<file path="src/rtl/tag_scoreboard_if.sv">
// Dispatch/completion/retire bundle for the tag scoreboard.
// master = dispatch/FU/retire side, slave = the scoreboard itself.
interface tag_scoreboard_if #(
    parameter int NUM_TAGS = 10,
    parameter int NUM_CPL  = 2,
    parameter int TAG_W    = 5
);
    logic                     alloc_req;
    logic                     alloc_ready;
    logic [TAG_W-1:0]         alloc_tag;
    logic [NUM_CPL-1:0]       cpl_valid;
    logic [NUM_CPL*TAG_W-1:0] cpl_tag;
    logic                     free_valid;
    logic [TAG_W-1:0]         free_tag;
    logic [NUM_TAGS-1:0]      done_flags;
    logic [TAG_W:0]           free_count;
    logic                     err;

    modport master (
        output alloc_req, cpl_valid, cpl_tag, free_valid, free_tag,
        input  alloc_ready, alloc_tag, done_flags, free_count, err
    );

    modport slave (
        input  alloc_req, cpl_valid, cpl_tag, free_valid, free_tag,
        output alloc_ready, alloc_tag, done_flags, free_count, err
    );
endinterface

</file>
<file path="src/rtl/tag_scoreboard.sv">
// Physical result-tag allocator and completion tracker driving the issue-queue wakeup bus.
// Optional macro TAG_SCOREBOARD_BYPASS_EN forwards this cycle's legal completions onto done_flags.
module tag_scoreboard #(
    parameter int NUM_TAGS = 10,
    parameter int NUM_CPL  = 2,
    parameter int TAG_W    = 5
) (
    input  logic            clk,
    input  logic            rst_n,
    tag_scoreboard_if.slave sb
);
    logic [NUM_TAGS-1:0] alloc_vec_reg, alloc_vec_next;
    logic [NUM_TAGS-1:0] done_vec_reg, done_vec_next;
    logic [TAG_W:0]      free_count_reg, free_count_next;
    logic                err_reg, err_next;

    logic [TAG_W-1:0]    cpl_tag_arr [NUM_CPL];
    logic [NUM_TAGS-1:0] cpl_dec     [NUM_CPL];
    logic [NUM_CPL-1:0]  cpl_hit;
    logic [NUM_CPL-1:0]  cpl_dup;
    logic [NUM_CPL-1:0]  cpl_legal;
    logic [NUM_TAGS-1:0] cpl_mask;
    logic                cpl_err;

    logic [NUM_TAGS-1:0] free_dec;
    logic [NUM_TAGS-1:0] free_mask;
    logic                free_hit;
    logic                free_done;
    logic                free_err;

    logic                alloc_ready_int;
    logic                alloc_fire;
    logic [TAG_W-1:0]    alloc_tag_int;
    logic [NUM_TAGS-1:0] alloc_mask;

    // One-hot decodes only span 0..NUM_TAGS-1, so out-of-range tags decode to
    // all zeros and can never touch the state vectors.
    genvar gi, gt;
    generate
        for (gi = 0; gi < NUM_CPL; gi++) begin : g_cpl
            logic [NUM_TAGS-1:0] dec;
            assign cpl_tag_arr[gi] = sb.cpl_tag[gi*TAG_W +: TAG_W];
            for (gt = 0; gt < NUM_TAGS; gt++) begin : g_dec
                assign dec[gt] = sb.cpl_valid[gi] && (cpl_tag_arr[gi] == TAG_W'(gt));
            end
            assign cpl_dec[gi]   = dec;
            assign cpl_hit[gi]   = |(dec & alloc_vec_reg);
            assign cpl_legal[gi] = cpl_hit[gi] && !cpl_dup[gi];
        end

        for (gt = 0; gt < NUM_TAGS; gt++) begin : g_tag
            assign free_dec[gt]   = sb.free_valid && (sb.free_tag == TAG_W'(gt));
            assign alloc_mask[gt] = alloc_fire && (alloc_tag_int == TAG_W'(gt));
        end
    endgenerate

    // Two ports naming the same tag in one cycle are both rejected.
    always_comb begin
        cpl_dup = '0;
        for (int i = 0; i < NUM_CPL; i++) begin
            for (int j = 0; j < NUM_CPL; j++) begin
                if (i != j && sb.cpl_valid[i] && sb.cpl_valid[j] &&
                    cpl_tag_arr[i] == cpl_tag_arr[j]) begin
                    cpl_dup[i] = 1'b1;
                end
            end
        end
    end

    always_comb begin
        cpl_mask = '0;
        for (int i = 0; i < NUM_CPL; i++) begin
            if (cpl_legal[i]) begin
                cpl_mask = cpl_mask | cpl_dec[i];
            end
        end
    end

    assign cpl_err = |(sb.cpl_valid & ~cpl_legal);

    // A same-cycle legal completion counts as done, so complete+free together is clean.
    assign free_hit  = |(free_dec & alloc_vec_reg);
    assign free_done = |(free_dec & (done_vec_reg | cpl_mask));
    assign free_err  = sb.free_valid && !(free_hit && free_done);
    assign free_mask = free_hit ? free_dec : '0;

    // Priority encoder over registered state: scanning downward lets the lowest free index win.
    always_comb begin
        alloc_tag_int = '0;
        for (int t = NUM_TAGS - 1; t >= 0; t--) begin
            if (!alloc_vec_reg[t]) begin
                alloc_tag_int = TAG_W'(t);
            end
        end
    end

    assign alloc_ready_int = !(&alloc_vec_reg);
    assign alloc_fire      = sb.alloc_req && alloc_ready_int;

    always_comb begin
        alloc_vec_next  = (alloc_vec_reg & ~free_mask) | alloc_mask;
        done_vec_next   = (done_vec_reg | cpl_mask | free_mask) & ~alloc_mask;
        err_next        = err_reg || cpl_err || free_err;
        free_count_next = '0;
        for (int t = 0; t < NUM_TAGS; t++) begin
            free_count_next = free_count_next + (TAG_W+1)'(!alloc_vec_next[t]);
        end
    end

    always_ff @(posedge clk or negedge rst_n) begin
        if (!rst_n) begin
            alloc_vec_reg  <= '0;
            done_vec_reg   <= '1;
            free_count_reg <= (TAG_W+1)'(NUM_TAGS);
            err_reg        <= 1'b0;
        end else begin
            alloc_vec_reg  <= alloc_vec_next;
            done_vec_reg   <= done_vec_next;
            free_count_reg <= free_count_next;
            err_reg        <= err_next;
        end
    end

    assign sb.alloc_ready = alloc_ready_int;
    assign sb.alloc_tag   = alloc_tag_int;
    assign sb.free_count  = free_count_reg;
    assign sb.err         = err_reg;

`ifdef TAG_SCOREBOARD_BYPASS_EN
    assign sb.done_flags = done_vec_reg | cpl_mask;
`else
    assign sb.done_flags = done_vec_reg;
`endif

endmodule

</file>
<file path="src/flat_wrapper.sv">
// flat-port wrapper written by rule: the top's interface ports become plain ports
module tag_scoreboard_flat 
#(
    parameter int NUM_TAGS = 10,
    parameter int NUM_CPL  = 2,
    parameter int TAG_W    = 5
)
  (clk, rst_n, sb_alloc_req, sb_cpl_valid, sb_cpl_tag, sb_free_valid, sb_free_tag, sb_alloc_ready, sb_alloc_tag, sb_done_flags, sb_free_count, sb_err);
  tag_scoreboard_if #(.NUM_TAGS(NUM_TAGS), .NUM_CPL(NUM_CPL), .TAG_W(TAG_W)) sb_i ();
  input  logic clk;
  input  logic rst_n;
  input wire logic [$bits(sb_i.alloc_req)-1:0] sb_alloc_req;
  input wire logic [$bits(sb_i.cpl_valid)-1:0] sb_cpl_valid;
  input wire logic [$bits(sb_i.cpl_tag)-1:0] sb_cpl_tag;
  input wire logic [$bits(sb_i.free_valid)-1:0] sb_free_valid;
  input wire logic [$bits(sb_i.free_tag)-1:0] sb_free_tag;
  output wire logic [$bits(sb_i.alloc_ready)-1:0] sb_alloc_ready;
  output wire logic [$bits(sb_i.alloc_tag)-1:0] sb_alloc_tag;
  output wire logic [$bits(sb_i.done_flags)-1:0] sb_done_flags;
  output wire logic [$bits(sb_i.free_count)-1:0] sb_free_count;
  output wire logic [$bits(sb_i.err)-1:0] sb_err;
  assign sb_i.alloc_req = sb_alloc_req;
  assign sb_i.cpl_valid = sb_cpl_valid;
  assign sb_i.cpl_tag = sb_cpl_tag;
  assign sb_i.free_valid = sb_free_valid;
  assign sb_i.free_tag = sb_free_tag;
  assign sb_alloc_ready = sb_i.alloc_ready;
  assign sb_alloc_tag = sb_i.alloc_tag;
  assign sb_done_flags = sb_i.done_flags;
  assign sb_free_count = sb_i.free_count;
  assign sb_err = sb_i.err;
  tag_scoreboard #(.NUM_TAGS(NUM_TAGS), .NUM_CPL(NUM_CPL), .TAG_W(TAG_W)) u_core (.clk(clk), .rst_n(rst_n), .sb(sb_i));
endmodule
</file>
<file path="config.mk">
export PLATFORM = sky130hd
export DESIGN_NAME = tag_scoreboard_flat
export DESIGN_NICKNAME = d
export VERILOG_FILES = /design/src/rtl/tag_scoreboard_if.sv /design/src/rtl/tag_scoreboard.sv /design/src/flat_wrapper.sv
export SDC_FILE = /design/constraint.sdc
export NUM_CORES = 1
export LEC_CHECK = 0
export CORE_ASPECT_RATIO = 1.2
export CORE_MARGIN = 4
export CORE_UTILIZATION = 45
export CTS_BUF_LIST = sky130_fd_sc_hd__clkbuf_2 sky130_fd_sc_hd__clkbuf_4 sky130_fd_sc_hd__clkbuf_8
export CTS_CLUSTER_SIZE = 20
export DETAILED_ROUTE_END_ITERATION = 10
export GPL_TIMING_DRIVEN = 0
export MAX_ROUTING_LAYER = met4
export PLACE_DENSITY = 0.76
export SLEW_MARGIN = 20
export SYNTH_ARGS = -nofsm -noshare
export SYNTH_HDL_FRONTEND = slang
export SYNTH_SLANG_ARGS = --single-unit
</file>
<file path="constraint.sdc">
create_clock -name clk -period 4.3 [get_ports clk]
set_input_delay 0.645 -clock clk [delete_from_list [all_inputs] [get_ports clk]]
set_output_delay 0.645 -clock clk [all_outputs]
set_load 0.05 [all_outputs]
</file>
# --- After elaboration in Yosys (flattened, before gate mapping) ---
# Index checks and enable logic that the tools add are counted.
classes:
  addsub: 9
  n_mul: 0
  div_mod_pow: 0
  n_lt_le_gt_ge: 0
  n_eq_ne: 38
  n_shift: 0
  mux: 15
  bitwise: 14
  n_reduce_logical: 74
ops:
  columns: ["cell", "n"]
  rows:
  - ["== test 5 x 3 -> 1 bit (second input constant)", 16]
  - ["AND 10 bit", 6]
  - ["adder 6 x 1 -> 6 bit", 8]
  - ["logical AND 1 bit", 48]
  - ["two-way mux 5 bit", 9]
  - ["== test 5 x 2 -> 1 bit (second input constant)", 8]
  - ["== test 5 x 4 -> 1 bit (second input constant)", 8]
  - ["OR 10 bit", 4]
  - ["OR reduction 10 bit", 4]
  - ["two-way mux 10 bit", 3]
  - ["== test 5 x 1 -> 1 bit (second input constant)", 4]
  - ["logical NOT 5 bit", 4]
  - ["NOT 10 bit", 2]
  - ["logical NOT 1 bit", 14]
  - ["== test 5 bit", 2]
  - ["AND reduction 10 bit", 1]
  - ["two-way mux 4 bit", 1]
  - ["adder 1 x 1 -> 2 bit", 1]
  - ["AND 2 bit", 1]
  - ["logical OR 1 bit", 2]
  - ["two-way mux 1 bit", 2]
  - ["NOT 2 bit", 1]
  - ["OR reduction 2 bit", 1]
totals:
  ff_bits: 27
  latchBits: 0
  ram_bits: 0
  mem_bits_ro: 0
  in_bits: 21
  out_inout_bits: 23
  word_cells: 154
  n_memories: 0

# --- Depth between registers and ports, before layout ---
# Gate-level depths: netlist (run 1).
depth:
  depth_word: 23
  mapped_depth: 17
  ltp_nobuf: 16

# --- Worst setup path before layout (run 1) ---
# Ideal clock, no wire load.
synth_path:
  path_type: "reg2reg"
  startpoint: "register u_core.alloc_vec_reg[0]"
  endpoint: "register u_core.free_count_reg[1] (netlist: u_core.sb.free_count[1])"
  setup_ps: 92
  arrival_time_ps: 4721
  t_required_ps: 4208
  path_slack_ps: -513
  path_stages_with_launch: 15
  n_path_buf: 1
  period_less_slack_ps: 4813
  path_cell_list: "dfrtp_1 -> clkbuf_1 -> and2_1 -> nand3_1 -> nor3_1 -> a21boi_0 -> nand2_1 -> nor2_1 -> a21oi_1 -> fa_1 -> inv_1 -> fa_1 -> fa_1 -> inv_1 -> fa_1"
synth_via:
  elab_cells_between_ends: 49
  cone_classes: "add/sub (9); eq/ne (9); mux (2); bitwise (4); reduce/logical (25)"
synth_lines:
  columns: ["item", "line_no", "rtl"]
  rows:
  - ["start, declared", "tag_scoreboard.sv:12", "logic [NUM_TAGS-1:0] alloc_vec_reg, alloc_vec_next;"]
  - ["start signal, assigned", "tag_scoreboard.sv:117", "alloc_vec_reg <= alloc_vec_next;"]
  - ["two-way mux 5 bit *", "tag_scoreboard.sv:91", "if (!alloc_vec_reg[t]) begin"]
  - ["named net sb_alloc_tag[3]", "flat_wrapper.sv:18", "output wire logic [$bits(sb_i.alloc_tag)-1:0] sb_alloc_tag;"]
  - ["== test 5 x 1 -> 1 bit or logical NOT 5 bit (tied branches)", "tag_scoreboard.sv:53", "assign alloc_mask[gt] = alloc_fire && (alloc_tag_int == TAG_W'(gt));"]
  - ["logical AND 1 bit", "tag_scoreboard.sv:53", null]
  - ["OR 10 bit *", "tag_scoreboard.sv:101", "alloc_vec_next = (alloc_vec_reg & ~free_mask) | alloc_mask;"]
  - ["logical NOT 1 bit", "tag_scoreboard.sv:106", "free_count_next = free_count_next + (TAG_W+1)'(!alloc_vec_next[t]);"]
  - ["adder 1 x 1 -> 2 bit", "tag_scoreboard.sv:106", null]
  - ["adder 6 x 1 -> 6 bit (7 in series)", "tag_scoreboard.sv:106", null]
  - ["adder 6 x 1 -> 6 bit *", "tag_scoreboard.sv:106", null]
  - ["named net u_core.free_count_next[1]", "tag_scoreboard.sv:14", "logic [TAG_W:0] free_count_reg, free_count_next;"]
  - ["end signal, assigned", "tag_scoreboard.sv:114", "free_count_reg <= (TAG_W+1)'(NUM_TAGS);"]
  - ["end signal, assigned", "tag_scoreboard.sv:119", "free_count_reg <= free_count_next;"]
  - ["end, declared", "tag_scoreboard.sv:14", null]
# Mark *: on every way through the listed nets, which the timed path passes. The rest lies on a longest branch.

# --- Worst setup path in the final report (run 1) ---
layout_path:
  startpoint: "input sb_free_tag[2]"
  endpoint: "register u_core.free_count_reg[1] (netlist: u_core.sb.free_count[1])"
layout_via:
  elab_chain_cells: 18
  elab_cells_between_ends: 45
  cone_classes: "add/sub (9); eq/ne (9); mux (1); bitwise (4); reduce/logical (22)"
layout_lines:
  columns: ["item", "line_no", "rtl"]
  rows:
  - ["start, declared", "flat_wrapper.sv:16", "input wire logic [$bits(sb_i.free_tag)-1:0] sb_free_tag;"]
  - ["== test 5 x 1 -> 1 bit, or another cell as far along", "tag_scoreboard.sv:52", "assign free_dec[gt] = sb.free_valid && (sb.free_tag == TAG_W'(gt));"]
  - ["logical AND 1 bit", "tag_scoreboard.sv:52", null]
  - ["AND 10 bit", "tag_scoreboard.sv:82", "assign free_hit = |(free_dec & alloc_vec_reg);"]
  - ["OR reduction 10 bit", "tag_scoreboard.sv:82", null]
  - ["two-way mux 10 bit *", "tag_scoreboard.sv:85", "assign free_mask = free_hit ? free_dec : '0;"]
  - ["NOT 10 bit *", "tag_scoreboard.sv:101", null]
  - ["AND 10 bit *", "tag_scoreboard.sv:101", null]
  - ["OR 10 bit *", "tag_scoreboard.sv:101", null]
  - ["logical NOT 1 bit", "tag_scoreboard.sv:106", null]
  - ["adder 1 x 1 -> 2 bit", "tag_scoreboard.sv:106", null]
  - ["adder 6 x 1 -> 6 bit (7 in series)", "tag_scoreboard.sv:106", null]
  - ["adder 6 x 1 -> 6 bit *", "tag_scoreboard.sv:106", null]
  - ["named net u_core.free_count_next[1]", "tag_scoreboard.sv:14", null]
# Marks and branches as above.

==> impl_metrics.ini, run 1 <==
[status]
status = finished clean

[grt]
grt-busiest-layer = met2
use_met3 = 0.0162
grt_max_degree = 26
gr-usage-met1 = 0.308
track_usage = 0.235
grt_pass1_wl_um = 11300
grt_pass1_vias = 2269
grt_overflow = 0
antenna_found_initial = 0
met2_usage = 0.379

[synthesis]
synthSimpleGateAreaFrac = 0.264
syn_area_sq_mm = 0.00234
synth_fa_ha_area_frac = 0.0782
ys_warn_count = 0
synthCells = 268
synth.distinct_cells = 61
synth_compound_area_frac = 0.215
synth_edf_count = 0
netlist.area_leader.share = 0.139
synth.area.mux_share = 0.0626
synth_top_family_by_area = simple AND/OR/NAND/NOR gates
avgSynthCellArea_sq_um = 8.72
synth_seq_cells = 25
ys_seq_area_frac = 0.274
synth_area_leaders = dfrtp_1 (14%), dfstp_2 (13%), fa_1 (5.1%)
ys.flop_type = dfrtp_1
synthArstFlopShare = 1.00
synth_top_area_cell = dfrtp_1
synth_xor_area_frac = 0.0225

[placement]
gp_congestion = 0.925
dpl.hpwl_um = 5380
port_buffers = 33
postPlaceCellArea_sq_mm = 0.00277
dp_slack_ps = -1100

[floorplan]
initial_core_util = 0.470
rows = 28
die_x_um = 73.8
io_pins = 44
core_sq_mm = 0.00497
die_h_um = 86.9
die-area_sq_mm = 0.00642

[setup_path]
end_kind = register
critPathBufInv = 3
r2r-start = u_core.alloc_vec_reg[8]$_DFF_PN0_
crit_start = sb_free_tag[2]
critPathTopFamily = adder cells
cp_max_fo = 3
reg2regPathDepth = 15
start_kind = primary input
cp.depth = 13
slowest_delay_ps = 550
crit_top_cell = fa_1
required_ps = 4510
critPathCapture = u_core.sb.free_count[1]$_DFF_PN1_
cp_slowest_cell = fa_1
critPathArrivalTime_ps = 4430
r2r_slack_ps = 150
r2r_end = u_core.sb.free_count[1]$_DFF_PN1_
crit_type = in -> reg
worstPathCellList = dlygate4sd2_1 -> nor2_2 -> nand3b_1 -> nor3_4 -> a21o_1 -> ha_1 -> fa_1 -> fa_1 -> inv_1 -> fa_1 -> fa_2 -> inv_2 -> fa_1

[detailed_routing]
drtIter0Drc = 223
dr.pass1.iters = 5
routed_wl_um = 7230
vias_per_cell = 6.20
vias = 2324
drc = 0
avgRoutedWirePerCell_um = 19.3
drtAntennaViolNets = 0

[clock_network]
cts.sinks = 25
clkLatencyLatePin_ps = 280
cts_max_level = 1
clock_path_buffers = 2
cts_tree = yes
cts-root-buf = clkbuf_8
hold_buffers = 0
clk_pin_slew_ps = 100
cts_inserted_buffers = 3

[pwr]
ir_worst_vdd_uv = 613
clkPwrFrac = 0.074
seqPwrFrac = 0.233
switchingPower_mw = 1.05
power_frac_comb = 0.693
switching_share = 0.521
power_mw = 2.02
p_leak_nw = 1.25
p_int_mw = 0.969
powerDensity_mw_per_mm2 = 683

[finish]
nNetsFinal = 348
final_common_cell = clkdlybuf4s50_1
layout-drive-gt1-share = 0.244
fillerInstances = 462
multi_input_area_sq_mm = 0.00160
fin_area_sq_mm = 0.00296
area_growth_pct = 26.6
most-common-layout-cells = clkdlybuf4s50_1 (27), nand2_1 (19), nor2_1 (18), buf_4 (17), nand3_1 (15)
num_antenna_cells = 0
regArea_sq_um = 644

[sta]
relSlewSlack = 0.570
period_minus_slack_ps = 4220
finalHoldWorstSlack_ps = 352
maxSlewViolCount = 0
max_freq_mhz = 237
hold_viol_final = 0
period_share = 0.981
tightestPinTransition_ps = 639
clock-skew-final_ps = 4.03
rsz0062_at_grt = false
layout_setup_ws_ps = 81.5
report.final.setup_viol = 0

[job]
cap_viol_max_count = 0

[min_path]
hold_class = in -> async
==> synth_stat cells, types with 6 or more instances <==
cell and count:
a21o_1 6, nand2b_1 6, buf_4 6, dfstp_2 12, and3_1 6, nor2_1 21, buf_2 8, fa_1 6
nor2b_1 9, inv_1 15, o21ai_0 8, nand2_1 20, clkbuf_1 7, a21oi_1 10, dfrtp_1 13, a31oi_1 8
nand3_1 15
==> worst min-delay path by stage <==
stage               slack [ps]                               from                                 to
finish                     350                              rst_n  u_core.alloc_vec_reg[6]$_DFF_PN0_
global route               390                              rst_n  u_core.alloc_vec_reg[2]$_DFF_PN0_
CTS                        610  u_core.sb.done_flags[8]$_DFF_PN1_  u_core.sb.done_flags[8]$_DFF_PN1_
detailed placement         590  u_core.sb.done_flags[8]$_DFF_PN1_  u_core.sb.done_flags[8]$_DFF_PN1_
global placement           590  u_core.sb.done_flags[8]$_DFF_PN1_  u_core.sb.done_flags[8]$_DFF_PN1_
floorplan                  350                              rst_n  u_core.alloc_vec_reg[0]$_DFF_PN0_
==> through the flow <==
stage | utilization | std cells | setup TNS [ps]
after CTS | 0.583 | 370 | 0
final | 0.595 | 375 | 0
after global routing | 0.595 | 375 | 0
after floorplan | - | 270 | 0
after detailed placement | 0.556 | 363 | -3740
after global placement | 0.556 | 363 | -3460
==> kinds of logic after synthesis <==
group                      after synthesis
adders and majority gates               11
AOI/OAI and AO/OA                       68
muxes                                    9
other                                    1
and+or+nand+nor                        110
xor gates and xnor gates                 6
DFF                                     25
buffers and inverters                   38
==> power groups by stage <==
stage	logic [mW]	clock network, mW	registers [mW]
floorplan	0.785	0	0.610
global placement	1.33	0	0.444
detailed placement	1.34	0	0.446
CTS	1.35	0.150	0.474
global route	1.49	0.160	0.482
finish	1.40	0.149	0.471
==> final cells by class <==
| type | instances | share of cell area |
|---|---|---|
| tap | 60 | 0.0254 |
| inverter | 15 | 0.0190 |
| timing repair buffer | 44 | 0.136 |
| sequential | 25 | 0.218 |
| buffer | 20 | 0.0461 |
| multi-input combinational | 207 | 0.540 |
| clock inverter | 1 | 0.00169 |
| clock buffer | 3 | 0.0140 |
==> metal layers <==
metal  share of wire  up-vias  wire length, um
met5               0        -                0
met4           0.016        0              119
met3           0.079       11              572
met2            0.52      131             3720
met1            0.39     1104             2810
li1                -     1078                -
==> what timing repair did <==
| action | CTS | global route |
|---|---|---|
| pin swaps | 5 | 6 |
| hold endpoints to repair | 0 | 0 |
| setup buffers | 6 | 5 |
| endpoints found under the setup margin | 4 | 3 |
| resized for setup | 20 | 11 |
(Power assumes the default switching activity.)
==> run 2, diff against run 1 <==
--- a/config.mk
+++ b/config.mk
@@ -8,13 +8,12 @@
 export CORE_ASPECT_RATIO = 1.2
 export CORE_MARGIN = 4
 export CORE_UTILIZATION = 45
-export CTS_BUF_LIST = sky130_fd_sc_hd__clkbuf_2 sky130_fd_sc_hd__clkbuf_4 sky130_fd_sc_hd__clkbuf_8
+export CTS_BUF_LIST = sky130_fd_sc_hd__clkbuf_4
 export CTS_CLUSTER_SIZE = 20
 export DETAILED_ROUTE_END_ITERATION = 10
 export GPL_TIMING_DRIVEN = 0
 export MAX_ROUTING_LAYER = met4
 export PLACE_DENSITY = 0.76
-export SLEW_MARGIN = 20
 export SYNTH_ARGS = -nofsm -noshare
 export SYNTH_HDL_FRONTEND = slang
 export SYNTH_SLANG_ARGS = --single-unit
==> run 2 against run 1 <==
Cell count did not move. Combinational power barely moved. Highest routed layer unchanged. Setup slack improved by 60 ps. Die area did not move. Largest cell class unchanged. Sequential cell count did not move. Cell area fell by 0.80%.
==> impl_metrics.ini, run 2 (synthesized netlist as in run 1, its figures left out) <==
[status]
status = finished clean

[setup_path]
cp_slowest_cell = fa_1
start_kind = primary input
cp_max_fo = 3
critPathTopFamily = adder cells
crit_top_cell = fa_1
required_ps = 4590
critPathArrivalTime_ps = 4450
slowest_delay_ps = 550
critPathBufInv = 3
r2r_slack_ps = 200
worstPathCellList = dlygate4sd2_1 -> nor2_2 -> nand3b_1 -> nor3_4 -> a21o_1 -> ha_1 -> fa_1 -> fa_1 -> inv_1 -> fa_1 -> fa_1 -> inv_1 -> fa_1
r2r-start = u_core.alloc_vec_reg[9]$_DFF_PN0_
crit_start = sb_free_tag[4]
end_kind = register
crit_type = in -> reg

[clock_network]
cts-root-buf = clkbuf_4
clkLatencyLatePin_ps = 350
cts_max_level = 1
clock_path_buffers = 2
cts_inserted_buffers = 3
clk_pin_slew_ps = 150
cts.sinks = 25
cts_tree = yes

[sta]
period_share = 0.967
tightestPinTransition_ps = 1150
period_minus_slack_ps = 4160
maxSlewViolCount = 0
clock-skew-final_ps = 9.62
relSlewSlack = 0.228
rsz0062_at_grt = false
hold_viol_final = 0
finalHoldWorstSlack_ps = 610
report.final.setup_viol = 0
max_freq_mhz = 240

[min_path]
hold_class = reg -> reg
worstHoldStart = u_core.sb.done_flags[8]$_DFF_PN1_

[detailed_routing]
vias_per_cell = 6.23
dr.pass1.iters = 5
vias = 2336
avgRoutedWirePerCell_um = 18.9
routed_wl_um = 7100
drc = 0
drtIter0Drc = 214
drtAntennaViolNets = 0

[finish]
area_growth_pct = 25.6
most-common-layout-cells = clkdlybuf4s50_1 (28), nand2_1 (20), nor2_1 (18), buf_4 (17), nand3_1 (15)
layout-drive-gt1-share = 0.232
nNetsFinal = 348
fillerInstances = 466
final_common_cell = clkdlybuf4s50_1
num_antenna_cells = 0

[pwr]
ir_worst_vdd_uv = 618
clkPwrFrac = 0.059
switching_share = 0.525
seqPwrFrac = 0.240
power_mw = 1.97
p_leak_nw = 1.24
p_int_mw = 0.935
power_frac_comb = 0.701
powerDensity_mw_per_mm2 = 671
switchingPower_mw = 1.03

[grt]
grt_max_degree = 26
antenna_found_initial = 0
grt_overflow = 0
grt_pass1_vias = 2270
grt_pass1_wl_um = 11200
track_usage = 0.233

[floorplan]
core_sq_mm = 0.00497
die-area_sq_mm = 0.00642
io_pins = 44
rows = 28
initial_core_util = 0.470
die_x_um = 73.8
die_h_um = 86.9

[placement]
gp_congestion = 0.925
port_buffers = 33
dpl.hpwl_um = 5380

[job]
cap_viol_max_count = 0
## run 2: stage by stage
step | TNS, ps | cell area, sq um | std cells | setup slack, ps | utilization
after floorplan | 0 | 2360 | 270 | 18.3 | -
after global placement | -3460 | 2770 | 363 | -1020 | 0.556
after detailed placement | -3740 | 2770 | 363 | -1100 | 0.556
after CTS | 0 | 2880 | 370 | 3.34 | 0.579
after global routing | 0 | 2940 | 375 | 37.1 | 0.590
final | 0 | 2940 | 375 | 142 | 0.590
## run 2: power by group through the flow
| stage | Sequential, mW | Clock (mW) | Combinational [mW] |
|---|---|---|---|
| final | 0.472 | 0.117 | 1.38 |
| after global routing | 0.481 | 0.126 | 1.48 |
| after CTS | 0.473 | 0.119 | 1.35 |
| after detailed placement | 0.446 | 0 | 1.34 |
| after global placement | 0.444 | 0 | 1.33 |
| after floorplan | 0.610 | 0 | 0.785 |
## run 2: worst paths after layout
path	endpoint	depth (start not counted)
setup / recovery	u_core.sb.free_count[1]$_DFF_PN1_	13
hold / removal	u_core.sb.done_flags[8]$_DFF_PN1_	2
setup reg to reg	u_core.sb.free_count[1]$_DFF_PN1_	15
hold reg to reg	u_core.sb.done_flags[8]$_DFF_PN1_	2
max in group asynchronous	u_core.alloc_vec_reg[0]$_DFF_PN0_	1
min in group asynchronous	u_core.sb.free_count[0]$_DFF_PN0_	1
## run 2: worst min-delay path: cells and delay by family (launching register included)
| family | cells | cell delay, ps |
|---|---|---|
| AOI/OAI and AO/OA | 2 | 220 |
| DFF | 1 | 400 |
## run 2: cell type report
class | count | area, sq um | share of cell area
clock buffer | 3 | 22.5 | 0.00767
tap | 60 | 75.1 | 0.0256
inverter | 15 | 56.3 | 0.0192
timing repair buffer | 44 | 412 | 0.140
sequential | 25 | 646 | 0.220
multi-input combinational | 207 | 1580 | 0.539
buffer | 20 | 136 | 0.0465
clock inverter | 1 | 5.00 | 0.00171
## run 2: what timing repair did
action / 4_1_cts / 5_1_grt
setup endpoints to repair: 4 / 2
hold buffers: 0 / 0
gates resized for setup: 19 / 7
pin swaps: 5 / 6
setup buffers: 6 / 5
## run 2: layer usage
metal  wire length (um)  track usage  up-vias
met5                  0            -        -
met4                 92       0.0824        0
met3                449       0.0139       11
met2               3740        0.389      111
met1               2820        0.298     1140
li1                   -            -     1074
==> run 3, diff against run 2 <==
--- a/config.mk
+++ b/config.mk
@@ -6,7 +6,7 @@
 export NUM_CORES = 1
 export LEC_CHECK = 0
 export CORE_ASPECT_RATIO = 1.2
-export CORE_MARGIN = 4
+export CORE_MARGIN = 1.5
 export CORE_UTILIZATION = 45
 export CTS_BUF_LIST = sky130_fd_sc_hd__clkbuf_4
 export CTS_CLUSTER_SIZE = 20
==> run 3 against run 2 <==
Wire length up 4.3%. Cell count down 0.27%. Clock skew down 3.1 ps. Sequential power down 2%. Sequential cell count unchanged. Cell area about the same. Non-clock buffer count down 1. Critical path type is now reg -> reg. Largest power group unchanged.
==> impl_metrics.ini, run 3 (synthesized netlist as in run 1, its figures left out) <==
[sta]
setup_tns_ps = 0
maxSlewViolCount = 0
finalHoldWorstSlack_ps = 604
period_minus_slack_ps = 4170
max_freq_mhz = 240
period_share = 0.971
tightestPinTransition_ps = 1130
clock-skew-final_ps = 6.48
hold_viol_final = 0
relSlewSlack = 0.243
report.final.setup_viol = 0

[floorplan]
core_sq_mm = 0.00497
io_pins = 44
die_x_um = 68.8
die-area_sq_mm = 0.00564
initial_core_util = 0.470
die_h_um = 81.9
rows = 28

[clock_network]
clk_pin_slew_ps = 140
cts_tree = yes
cts-root-buf = clkbuf_4
clkLatencyLatePin_ps = 320
clock_path_buffers = 2
cts.sinks = 25
cts_max_level = 1
cts_inserted_buffers = 3

[detailed_routing]
vias = 2316
drtIter0Drc = 188
dr.pass1.iters = 5
drtAntennaViolNets = 0
vias_per_cell = 6.19
drc = 0
routed_wl_um = 7410
avgRoutedWirePerCell_um = 19.8

[grt]
grt_overflow = 0
antenna_found_initial = 0
grt_pass1_vias = 2186
track_usage = 0.279
grt_pass1_wl_um = 11200
grt_max_degree = 26

[setup_path]
start_kind = register
critPathArrivalTime_ps = 4430
end_kind = register
crit_type = reg -> reg
cp_max_fo = 10
required_ps = 4550

[status]
status = finished clean

[finish]
final_util = 0.590
final_common_cell = clkdlybuf4s50_1
layout-drive-gt1-share = 0.245
nNetsFinal = 347
num_antenna_cells = 0
most-common-layout-cells = clkdlybuf4s50_1 (28), nand2_1 (20), nor2_1 (18), buf_4 (16), nand3_1 (15)
final_cells = 374
area_growth_pct = 25.5

[placement]
place_inst = 363
dpl.hpwl_um = 5560
gp_congestion = 0.947
port_buffers = 33

[job]
cap_viol_max_count = 0

[pwr]
ir_worst_vdd_uv = 582
p_leak_nw = 1.23
powerDensity_mw_per_mm2 = 678

[min_path]
hold_class = reg -> reg
==> run 3: changes by cell type in the layout (fill, tap and decap cells not counted), sizes merged <==
cell           delta
buf               -1
clkbuf            +2
dlymetal6s2s      -1
clkdlybuf4s15     -1
clkinv            -1
dlygate4sd2       +1
==> run 3: where the power goes <==
part	leakage, nW	internal [mW]	switching [mW]	total (mW)
registers	0.255	0.367	0.0941	0.461
clock network	0.0184	0.0426	0.0718	0.114
logic	0.956	0.534	0.878	1.41
==> run 3: final timing paths <==
path / start / slack, ps / cells past startpoint / endpoint
worst max-delay path: u_core.alloc_vec_reg[1]$_DFF_PN0_ / 130 / 14 / u_core.sb.free_count[1]$_DFF_PN1_
worst min-delay path: u_core.sb.done_flags[8]$_DFF_PN1_ / 600 / 2 / u_core.sb.done_flags[8]$_DFF_PN1_
worst max register to register: u_core.alloc_vec_reg[1]$_DFF_PN0_ / 130 / 14 / u_core.sb.free_count[1]$_DFF_PN1_
worst min register to register: u_core.sb.done_flags[8]$_DFF_PN1_ / 600 / 2 / u_core.sb.done_flags[8]$_DFF_PN1_
max in group asynchronous: rst_n / 2640 / 1 / u_core.alloc_vec_reg[0]$_DFF_PN0_
min in group asynchronous: rst_n / 910 / 1 / u_core.alloc_vec_reg[9]$_DFF_PN0_
==> run 3: area by class of cell <==
cell class	instances	area (sq um)
multi-input combinational	207	1590
inverter	15	56.3
fill	448	2040
sequential	25	648
clock buffer	4	30.0
timing repair buffer	43	395
tap	60	75.1
buffer	20	136
==> run 3: repair_timing <==
item | 4_1_cts | 5_1_grt
endpoints found under the setup margin | 4 | 3
setup buffers | 5 | 5
resized for setup | 25 | 8
pin swaps | 3 | 6
hold endpoints to repair | 0 | 0
hold buffers | 0 | 0
==> run 3: per-layer routing <==
metal	wire length, um	track usage
met5	0	-
met4	344	0.127
met3	590	0.0274
met2	3700	0.472
met1	2770	0.332
==> run 3: worst max-delay path: stages (launching register included) <==
cell and delay [ps]:
dfrtp_1 340, buf_2 200, and2_1 200, nand3_1 150, nor2_4 160, nand3b_1 180, nor2_2 220, a21oi_2 70
fa_1 520, fa_1 560, inv_1 60, fa_1 500, fa_1 440, inv_2 80, fa_1 410
==> run 3: stage by stage <==
| step | worst slack (ps) | area [sq um] | power (mW) |
|---|---|---|---|
| floorplan | 18.3 | 2360 | 1.39 |
| global placement | -1020 | 2770 | 1.78 |
| detailed placement | -1060 | 2770 | 1.82 |
| CTS | 6.07 | 2890 | 1.96 |
| global route | -17.5 | 2930 | 2.12 |
| finish | 125 | 2930 | 1.99 |
